===== src/rtl/cpu_pkg.sv =====
// Shared CPU front-end types: fetch FSM states, word/jump widths, queue entry payload.
package cpu_pkg;

    localparam int unsigned WORD_W = 32;
    localparam int unsigned JMP_W  = 16;

    typedef enum logic [1:0] {
        IDLE    = 2'd0,
        REQ     = 2'd1,
        DISCARD = 2'd2
    } fetch_state_e;

    typedef struct packed {
        logic [WORD_W-1:0] instr;
        logic [WORD_W-1:0] pc;
    } fetch_entry_t;

endpackage


===== src/rtl/fetch_queue.sv =====
// Circular prefetch FIFO of {instr, pc}; clear beats push and pop, head is registered.
module fetch_queue
    import cpu_pkg::*;
#(
    parameter int unsigned DEPTH = 4
) (
    input  logic                     clk,
    input  logic                     rst,
    input  logic                     push,
    input  logic                     pop,
    input  logic                     clear,
    input  fetch_entry_t             push_data,
    output logic [$clog2(DEPTH):0]   count,
    output logic                     head_valid,
    output fetch_entry_t             head
);

    localparam int unsigned PW = $clog2(DEPTH);
    localparam int unsigned CW = PW + 1;

    fetch_entry_t   mem [DEPTH];
    logic [PW-1:0]  rd_ptr, wr_ptr, rd_n, wr_n;
    logic [CW-1:0]  count_n;
    logic           do_pop;
    fetch_entry_t   head_n;

    // Next pointers/count and the entry that will sit at the head after the edge
    always_comb begin
        rd_n    = rd_ptr;
        wr_n    = wr_ptr;
        count_n = count;
        head_n  = '0;
        do_pop  = pop && (count != '0);
        if (clear) begin
            rd_n    = '0;
            wr_n    = '0;
            count_n = '0;
        end else begin
            if (push)   wr_n = wr_ptr + PW'(1);
            if (do_pop) rd_n = rd_ptr + PW'(1);
            count_n = count + CW'(push) - CW'(do_pop);
            if (count_n != '0) begin
                // Queue momentarily empty: the new head is the entry being written now
                head_n = ((count - CW'(do_pop)) == '0) ? push_data : mem[rd_n];
            end
        end
    end

    always_ff @(posedge clk or negedge rst) begin
        if (!rst) begin
            rd_ptr     <= '0;
            wr_ptr     <= '0;
            count      <= '0;
            head       <= '0;
            head_valid <= 1'b0;
        end else begin
            rd_ptr     <= rd_n;
            wr_ptr     <= wr_n;
            count      <= count_n;
            head       <= head_n;
            head_valid <= (count_n != '0);
        end
    end

    always_ff @(posedge clk) begin
        if (push && !clear) mem[wr_ptr] <= push_data;
    end

endmodule


===== src/rtl/fetch_unit.sv =====
// Instruction fetch stage: single outstanding word read, prefetch queue, redirect flush.
// Optional FETCH_STALL_CNT_EN adds a saturating decoder-starvation counter output.
module fetch_unit
    import cpu_pkg::*;
#(
    parameter int unsigned       DEPTH    = 4,
    parameter logic [WORD_W-1:0] RESET_PC = '0
) (
    input  logic              clk,
    input  logic              rst,
    input  logic              en,
    input  logic              halt,
    input  logic              redirect,
    input  logic [JMP_W-1:0]  redirect_addr,
    output logic              mem_re,
    output logic [WORD_W-1:0] mem_addr,
    input  logic [WORD_W-1:0] mem_data,
    input  logic              mem_rdy,
    output logic              instr_valid,
    output logic [WORD_W-1:0] instr,
    output logic [WORD_W-1:0] instr_pc,
    input  logic              instr_ready
`ifdef FETCH_STALL_CNT_EN
    ,
    output logic [WORD_W-1:0] stall_cnt
`endif
);

    localparam int unsigned CW = $clog2(DEPTH) + 1;

    fetch_state_e      state, state_n;
    logic [WORD_W-1:0] fetch_pc, pc_n, addr_n;
    logic [CW-1:0]     count;
    logic              push_c, pop_c, room_c, issue_c;
    fetch_entry_t      head;

    assign push_c  = (state == REQ) && mem_rdy && !redirect;
    assign pop_c   = instr_valid && instr_ready;
    assign room_c  = (count - CW'(pop_c) + CW'(push_c)) < CW'(DEPTH);
    assign issue_c = en && !halt && room_c && !redirect;

    always_comb begin
        state_n = state;
        pc_n    = fetch_pc;
        addr_n  = mem_addr;
        case (state)
            IDLE: begin
                if (issue_c) begin
                    state_n = REQ;
                    addr_n  = fetch_pc;
                end
            end
            REQ: begin
                if (redirect) begin
                    state_n = mem_rdy ? IDLE : DISCARD;
                end else if (mem_rdy) begin
                    pc_n = fetch_pc + 32'd1;
                    if (issue_c) addr_n  = fetch_pc + 32'd1;
                    else         state_n = IDLE;
                end
            end
            DISCARD: begin
                if (mem_rdy) state_n = IDLE;
            end
            default: state_n = IDLE;
        endcase
        if (redirect) pc_n = {{(WORD_W-JMP_W){1'b0}}, redirect_addr};
    end

    always_ff @(posedge clk or negedge rst) begin
        if (!rst) begin
            state    <= IDLE;
            fetch_pc <= RESET_PC;
            mem_addr <= RESET_PC;
            mem_re   <= 1'b0;
        end else begin
            state    <= state_n;
            fetch_pc <= pc_n;
            mem_addr <= addr_n;
            mem_re   <= (state_n != IDLE);
        end
    end

    fetch_queue #(.DEPTH(DEPTH)) u_queue (
        .clk        (clk),
        .rst        (rst),
        .push       (push_c),
        .pop        (pop_c),
        .clear      (redirect),
        .push_data  ('{instr: mem_data, pc: mem_addr}),
        .count      (count),
        .head_valid (instr_valid),
        .head       (head)
    );

    assign instr    = head.instr;
    assign instr_pc = head.pc;

`ifdef FETCH_STALL_CNT_EN
    // Cycles the decoder was ready but starved; survives redirects
    always_ff @(posedge clk or negedge rst) begin
        if (!rst) begin
            stall_cnt <= '0;
        end else if (en && instr_ready && !instr_valid && (stall_cnt != '1)) begin
            stall_cnt <= stall_cnt + 32'd1;
        end
    end
`endif

endmodule


===== config.mk =====
export PLATFORM = sky130hd
export DESIGN_NAME = fetch_unit
export DESIGN_NICKNAME = d
export VERILOG_FILES = /design/src/rtl/cpu_pkg.sv /design/src/rtl/fetch_queue.sv /design/src/rtl/fetch_unit.sv
export SDC_FILE = /design/constraint.sdc
export NUM_CORES = 1
export LEC_CHECK = 0
export ABC_AREA = 1
export BUFFER_PORTS_ARGS = -buffer_cell sky130_fd_sc_hd__buf_4
export CAP_MARGIN = 0
export CORE_ASPECT_RATIO = 1.4
export CORE_UTILIZATION = 25
export DETAILED_ROUTE_END_ITERATION = 8
export GPL_ROUTABILITY_DRIVEN = 0
export PLACE_DENSITY = 0.48
export SYNTH_ARGS = -nofsm -noshare
export SYNTH_HDL_FRONTEND = slang
export SYNTH_SLANG_ARGS = --single-unit

===== constraint.sdc =====
create_clock -name clk -period 12.8 [get_ports clk]
set_input_delay 2.56 -clock clk [delete_from_list [all_inputs] [get_ports clk]]
set_output_delay 2.56 -clock clk [all_outputs]
set_load 0.02 [all_outputs]

; ---- After elaboration in Yosys (flattened, before gate mapping)
; Memories as Yosys holds them, arrays and structs flattened.
; Index checks and enable logic that the tools add are counted.
[classes]
magnitude_cmp = 1
add_sub_neg = 8
n_mux = 26
eq_ne = 6
reduce_logical = 22
[ops]
columns = operator, n
row1 = two-way mux 32 bit, 7
row2 = two-way mux 64 bit, 3
row3 = one-hot mux 32 bit (2 select lines), 1
row4 = adder 32 x 1 -> 32 bit (second input constant), 1
row5 = two-way mux 2 bit, 11
row6 = nonzero test 2 bit, 5
row7 = nonzero test 3 bit, 3
row8 = subtractor 3 x 1 -> 3 bit, 3
row9 = logical AND 1 bit, 8
row10 = inequality test 2 bit (second input constant), 4
row11 = adder 3 x 1 -> 3 bit, 2
row12 = one-hot mux 2 bit (3 select lines), 1
row13 = AND reduction 5 bit, 1
row14 = adder 2 x 1 -> 2 bit (second input constant), 2
row15 = logical NOT 3 bit, 1
row16 = < comparator 3 bit (second input constant), 1
row17 = two-way mux 3 bit, 1
row18 = equality test 2 x 1 -> 1 bit (second input constant), 1
row19 = equality test 2 bit (second input constant), 1
row20 = logical NOT 1 bit, 2
row21 = logical NOT 2 bit, 1
row22 = two-way mux 1 bit, 2
row23 = AND reduction 2 bit, 1
[totals]
memories = 1
ram_bits = 256
output_inout_bits = 98
register_bits = 139
inputBits = 55
[memory_table]
columns = name, depth, word_bits, rd, rd_clocked_by_memory_dff, wr, line
row1 = u_queue.mem, 4, 64, 1, 0, 1, fetch_queue.sv:21  ; fetch_entry_t mem [DEPTH];

; ---- Depth between registers and ports, before layout
[logic_depth]
depth_word = 12
ltp_mapped = 15
ltp_nobuf = 14

; ---- Modules after synthesis
; Synthesis repeated with hierarchy kept, for this count alone.
[unflattened]
hier_cells = 1774
area_unflattened_um2 = 17384.2
[by_module_without_submodules]
columns = module, area_per_inst_um2, cells_each, instances
row1 = fetch_queue, 13280.2, 1169, 1
row2 = fetch_unit, 4103.9, 605, 1

; ---- Worst setup path after synthesis
; Ideal clock, no wire load.
[synth_path]
path_kind = input to register
from = input port redirect
to = memory u_queue.mem[0][0] (netlist name) (enable)
path_slack_ns = 6.618
path_stages = 4
arrival_time_ns = 5.696
path_cell_list = buf_2 -> nor2_4 -> inv_1 -> nor2_1
[synth_via]
elab_chain_len = 5
[synth_lines]
columns = element, line
row1 = "start, declared", fetch_unit.sv:13  ; input logic redirect,
row2 = logical NOT 1 bit (*), "fetch_queue.sv:66, fetch_unit.sv:37"
row3 = logical AND 1 bit, fetch_unit.sv:37  ; assign push_c = (state == REQ) && mem_rdy && !redirect;
row4 = logical AND 1 bit (*), fetch_queue.sv:66  ; if (push && !clear) mem[wr_ptr] <= push_data;
row5 = two-way mux 1 bit (*), fetch_queue.sv:66
row6 = two-way mux 1 bit (implied by the code) (*), fetch_queue.sv:66
row7 = "end, declared", fetch_queue.sv:21
; Mark *: on every way between the ends. The rest lies on a longest branch, timed or not.

==> impl_metrics.py <==
metrics = {
    "outcome": {
        "status": "completed",
    },
    "finish": {
        "final_util_pct": 30.1,
        "final-seq-area_um2": 11200,
        "finalNetCount": 2145,
        "layout_commonest_cell": "nand2_1",
        "antenna_cells": 0,
        "final_cell_mix": "nand2_1 (479), nand3_1 (332), inv_1 (319)",
        "area_growth_pct": 18.8,
        "final.fill_count": 7521,
        "layout-drive-gt1-share_pct": 11.8,
        "multi_input_area_um2": 5340,
    },
    "yosys": {
        "synth_cells": 1965,
        "yosysSeqAreaShare_pct": 61.5,
        "yosysWarnings": 0,
        "syn_nets": 2031,
        "synth_area_um2": 18100,
        "syn_area_per_cell_um2": 9.24,
        "synth_seq_cells": 395,
        "synth_cell_types": 30,
    },
    "sta": {
        "fin_tns_setup_ns": 0,
        "setup_violations": 0,
        "hold_violations": 0,
        "period_share_pct": 39.6,
        "slew_violations": 0,
        "skew_ns": 0.0228,
        "fmax_mhz": 197,
        "slew_headroom_pct": 27.0,
        "grt_setup_unrepaired": "false",
        "period_minus_slack_ns": 5.07,
        "worst_slew_pin_slew_ns": 1.10,
    },
    "drt": {
        "first_pass_iters": 5,
        "drt-total-wl_um": 51400,
        "wire_per_inst_um": 16.8,
        "drc_errors": 0,
        "vias": 13300,
        "detail_route.iter0.violations": 863,
        "via_per_inst": 4.35,
        "antenna_left": 0,
    },
    "setup_path": {
        "critPathArrivalTime_ns": 5.52,
        "r2r_slack_ns": 9.29,
        "rr_startpoint": "u_queue.count[1]",
        "cp-start-kind": "primary input",
        "cp_slowest_cell": "nand2_4",
        "slowest_delay_ns": 0.75,
        "cp_max_fo": 64,
        "crit_path_cell_trace": "buf_4, nand2_1, inv_1, nand2_1, inv_1, ha_1, inv_1, ha_1, fa_1, xnor2_1, nand3_1, nand2_4, nor2_1, nand2_1, inv_1",
        "ff2ff_path_depth": 14,
        "crit_path_end_kind": "register",
        "cp_common_cell": "inv_1",
        "crit_required_ns": 13.25,
        "crit_type": "in2reg",
        "worst_r2r_endpoint": "u_queue.head[27]",
    },
    "grt": {
        "grt_pass1_vias": 13700,
        "grt_pass1_wl_um": 80100,
        "track_usage_pct": 14.0,
        "grt_start_max_net_pins": 92,
        "antenna_found_initial": 0,
        "grt_overflow": 0,
    },
    "clock_network": {
        "cts-root-buf": "clkbuf_16",
        "cts_buffer_depth": 3,
        "cts_resized": 0,
        "cts_hold_buf": 0,
        "clkSinkCount": 395,
        "cts_tree": "built",
        "h-tree-depth": 2,
        "cts_buffers": 41,
        "cts.clk_slew.worst_paths_ns": 0.06,
        "cts_setup_buffers": 0,
        "clock_latency_ns": 0.57,
    },
    "worst_hold_path": {
        "hold_depth": 2,
        "hold_class": "reg2reg",
        "worstHoldEndpoint": "fetch_pc[31]",
        "holdCritStartpoint": "fetch_pc[31]",
    },
    "floorplan": {
        "core_area_um2": 71700,
        "io_pins": 153,
        "die-area_um2": 73700,
        "rows": 116,
        "die-width_um": 230,
        "die_h_um": 321,
        "start_util_pct": 25.3,
    },
    "power_and_ir_drop": {
        "intPower_mw": 2.23,
        "peakVddDrop_mv": 0.0781,
        "p_leak_nw": 9.75,
        "seqPwrFrac_pct": 50.3,
        "clock_power_share_pct": 41.8,
        "power_density_nw_per_um2": 138,
        "switchingPower_uw": 755,
        "power_mw": 2.98,
        "p_sw_share_pct": 25.3,
        "power_frac_comb_pct": 7.9,
    },
    "place": {
        "hpwl_um": 31200,
        "port_buffers": 152,
    },
    "job": {
        "drv_cap": 0,
    },
}
[state kept, by name, indices dropped and copies added, names as in the netlist]
signal              count
u_queue.mem           256
u_queue.head           64
fetch_pc               32
mem_addr               32
u_queue.count           3
state                   2
u_queue.rd_ptr          2
u_queue.wr_ptr          2
mem_re                  1
u_queue.head_valid      1
[worst max-delay path, delay by kind of cell]
kind | cells | cell delay [ns]
adders and majority gates | 3 | 0.89
xor gates and xnor gates | 1 | 0.21
and+or+nand+nor | 6 | 1.46
buffers and inverters | 5 | 0.38
[routing by layer]
layer | vias up | share of wire (%) | GRT usage, %
li1 | 6520 | - | -
met1 | 6423 | 42 | 16.7
met2 | 272 | 50 | 24.9
met3 | 85 | 3.9 | 2.03
met4 | 0 | 3.6 | 5.72
met5 | - | 0 | 0
[per-stage QoR]
stage	cell area, um2	cells	hold slack (ns)	setup slack [ns]
after global routing	21600	3056	0.619	7.45
final	21600	3056	0.588	7.73
after floorplan	18100	1965	0.537	6.62
after detailed placement	20200	2980	0.586	7.13
after global placement	20200	2980	0.573	7.10
after CTS	21600	3056	0.594	7.72
[area by class of cell]
class / count / area share, %
Clock buffer: 51 / 5.12
Multi-Input combinational cell: 1152 / 24.8
Tap cell: 944 / 5.48
Sequential cell: 395 / 51.8
Clock inverter: 25 / 1.35
Inverter: 321 / 5.59
Timing Repair Buffer: 168 / 5.87
[Yosys cell counts]
| library cell | count | area share (%) |
|---|---|---|
| ha_1 | 10 | 0.69 |
| buf_4 | 16 | 0.66 |
| clkbuf_1 | 17 | 0.35 |
| o211ai_1 | 12 | 0.50 |
| nand2_1 | 482 | 10 |
| inv_1 | 319 | 6.6 |
| nand3_1 | 333 | 9.2 |
| nand2_2 | 2 | 0.069 |
| nor2_4 | 1 | 0.062 |
| nor2_1 | 191 | 4.0 |
| buf_2 | 61 | 1.7 |
| or2_2 | 1 | 0.034 |
| nand4_1 | 4 | 0.14 |
| mux2i_1 | 1 | 0.055 |
| o21ai_0 | 36 | 0.99 |
| edfxtp_1 | 256 | 42 |
| nor3b_1 | 1 | 0.041 |
| inv_2 | 2 | 0.041 |
| nand4_4 | 1 | 0.12 |
| buf_6 | 1 | 0.062 |
| nand3b_1 | 63 | 2.6 |
| xor2_1 | 3 | 0.14 |
| buf_1 | 2 | 0.041 |
| a21oi_1 | 4 | 0.11 |
| xnor2_1 | 3 | 0.14 |
| a22oi_1 | 1 | 0.041 |
| dfrtp_1 | 139 | 19 |
| nand3_2 | 1 | 0.055 |
| and2_1 | 1 | 0.034 |
| fa_1 | 1 | 0.11 |
[power by group through the flow]
stage	sequential [mW]	clock, mW	combinational, mW
2_1_floorplan	1.52	0	0.0934
5_1_grt	1.51	1.33	0.261
6_report	1.50	1.25	0.236
3_5_place_dp	1.53	0	0.241
4_1_cts	1.50	1.29	0.242
3_3_place_gp	1.53	0	0.240
[how the worst max path moves through the flow]
stage / endpoint / from / slack [ns]
floorplan: u_queue.mem[0][0] / redirect / 6.62
global placement: u_queue.head[27] / instr_ready / 7.10
detailed placement: u_queue.head[27] / instr_ready / 7.13
CTS: u_queue.head[27] / instr_ready / 7.72
global route: u_queue.head[22] / instr_ready / 7.45
finish: u_queue.head[27] / instr_ready / 7.73
[cells by family (layout without fill, tap and decap cells)]
group | Yosys count | in the layout | share of synthesized area [%]
DFF | 395 | 395 | 61.5
muxes | 1 | 1 | 0.0552
xor gates and xnor gates | 6 | 6 | 0.290
adders and majority gates | 11 | 11 | 0.800
buffers and inverters | 418 | 565 | 9.44
AOI/OAI and AO/OA | 53 | 53 | 1.64
and+or+nand+nor | 1081 | 1081 | 26.3
No activity file was read; power rests on OpenSTA's default activity.
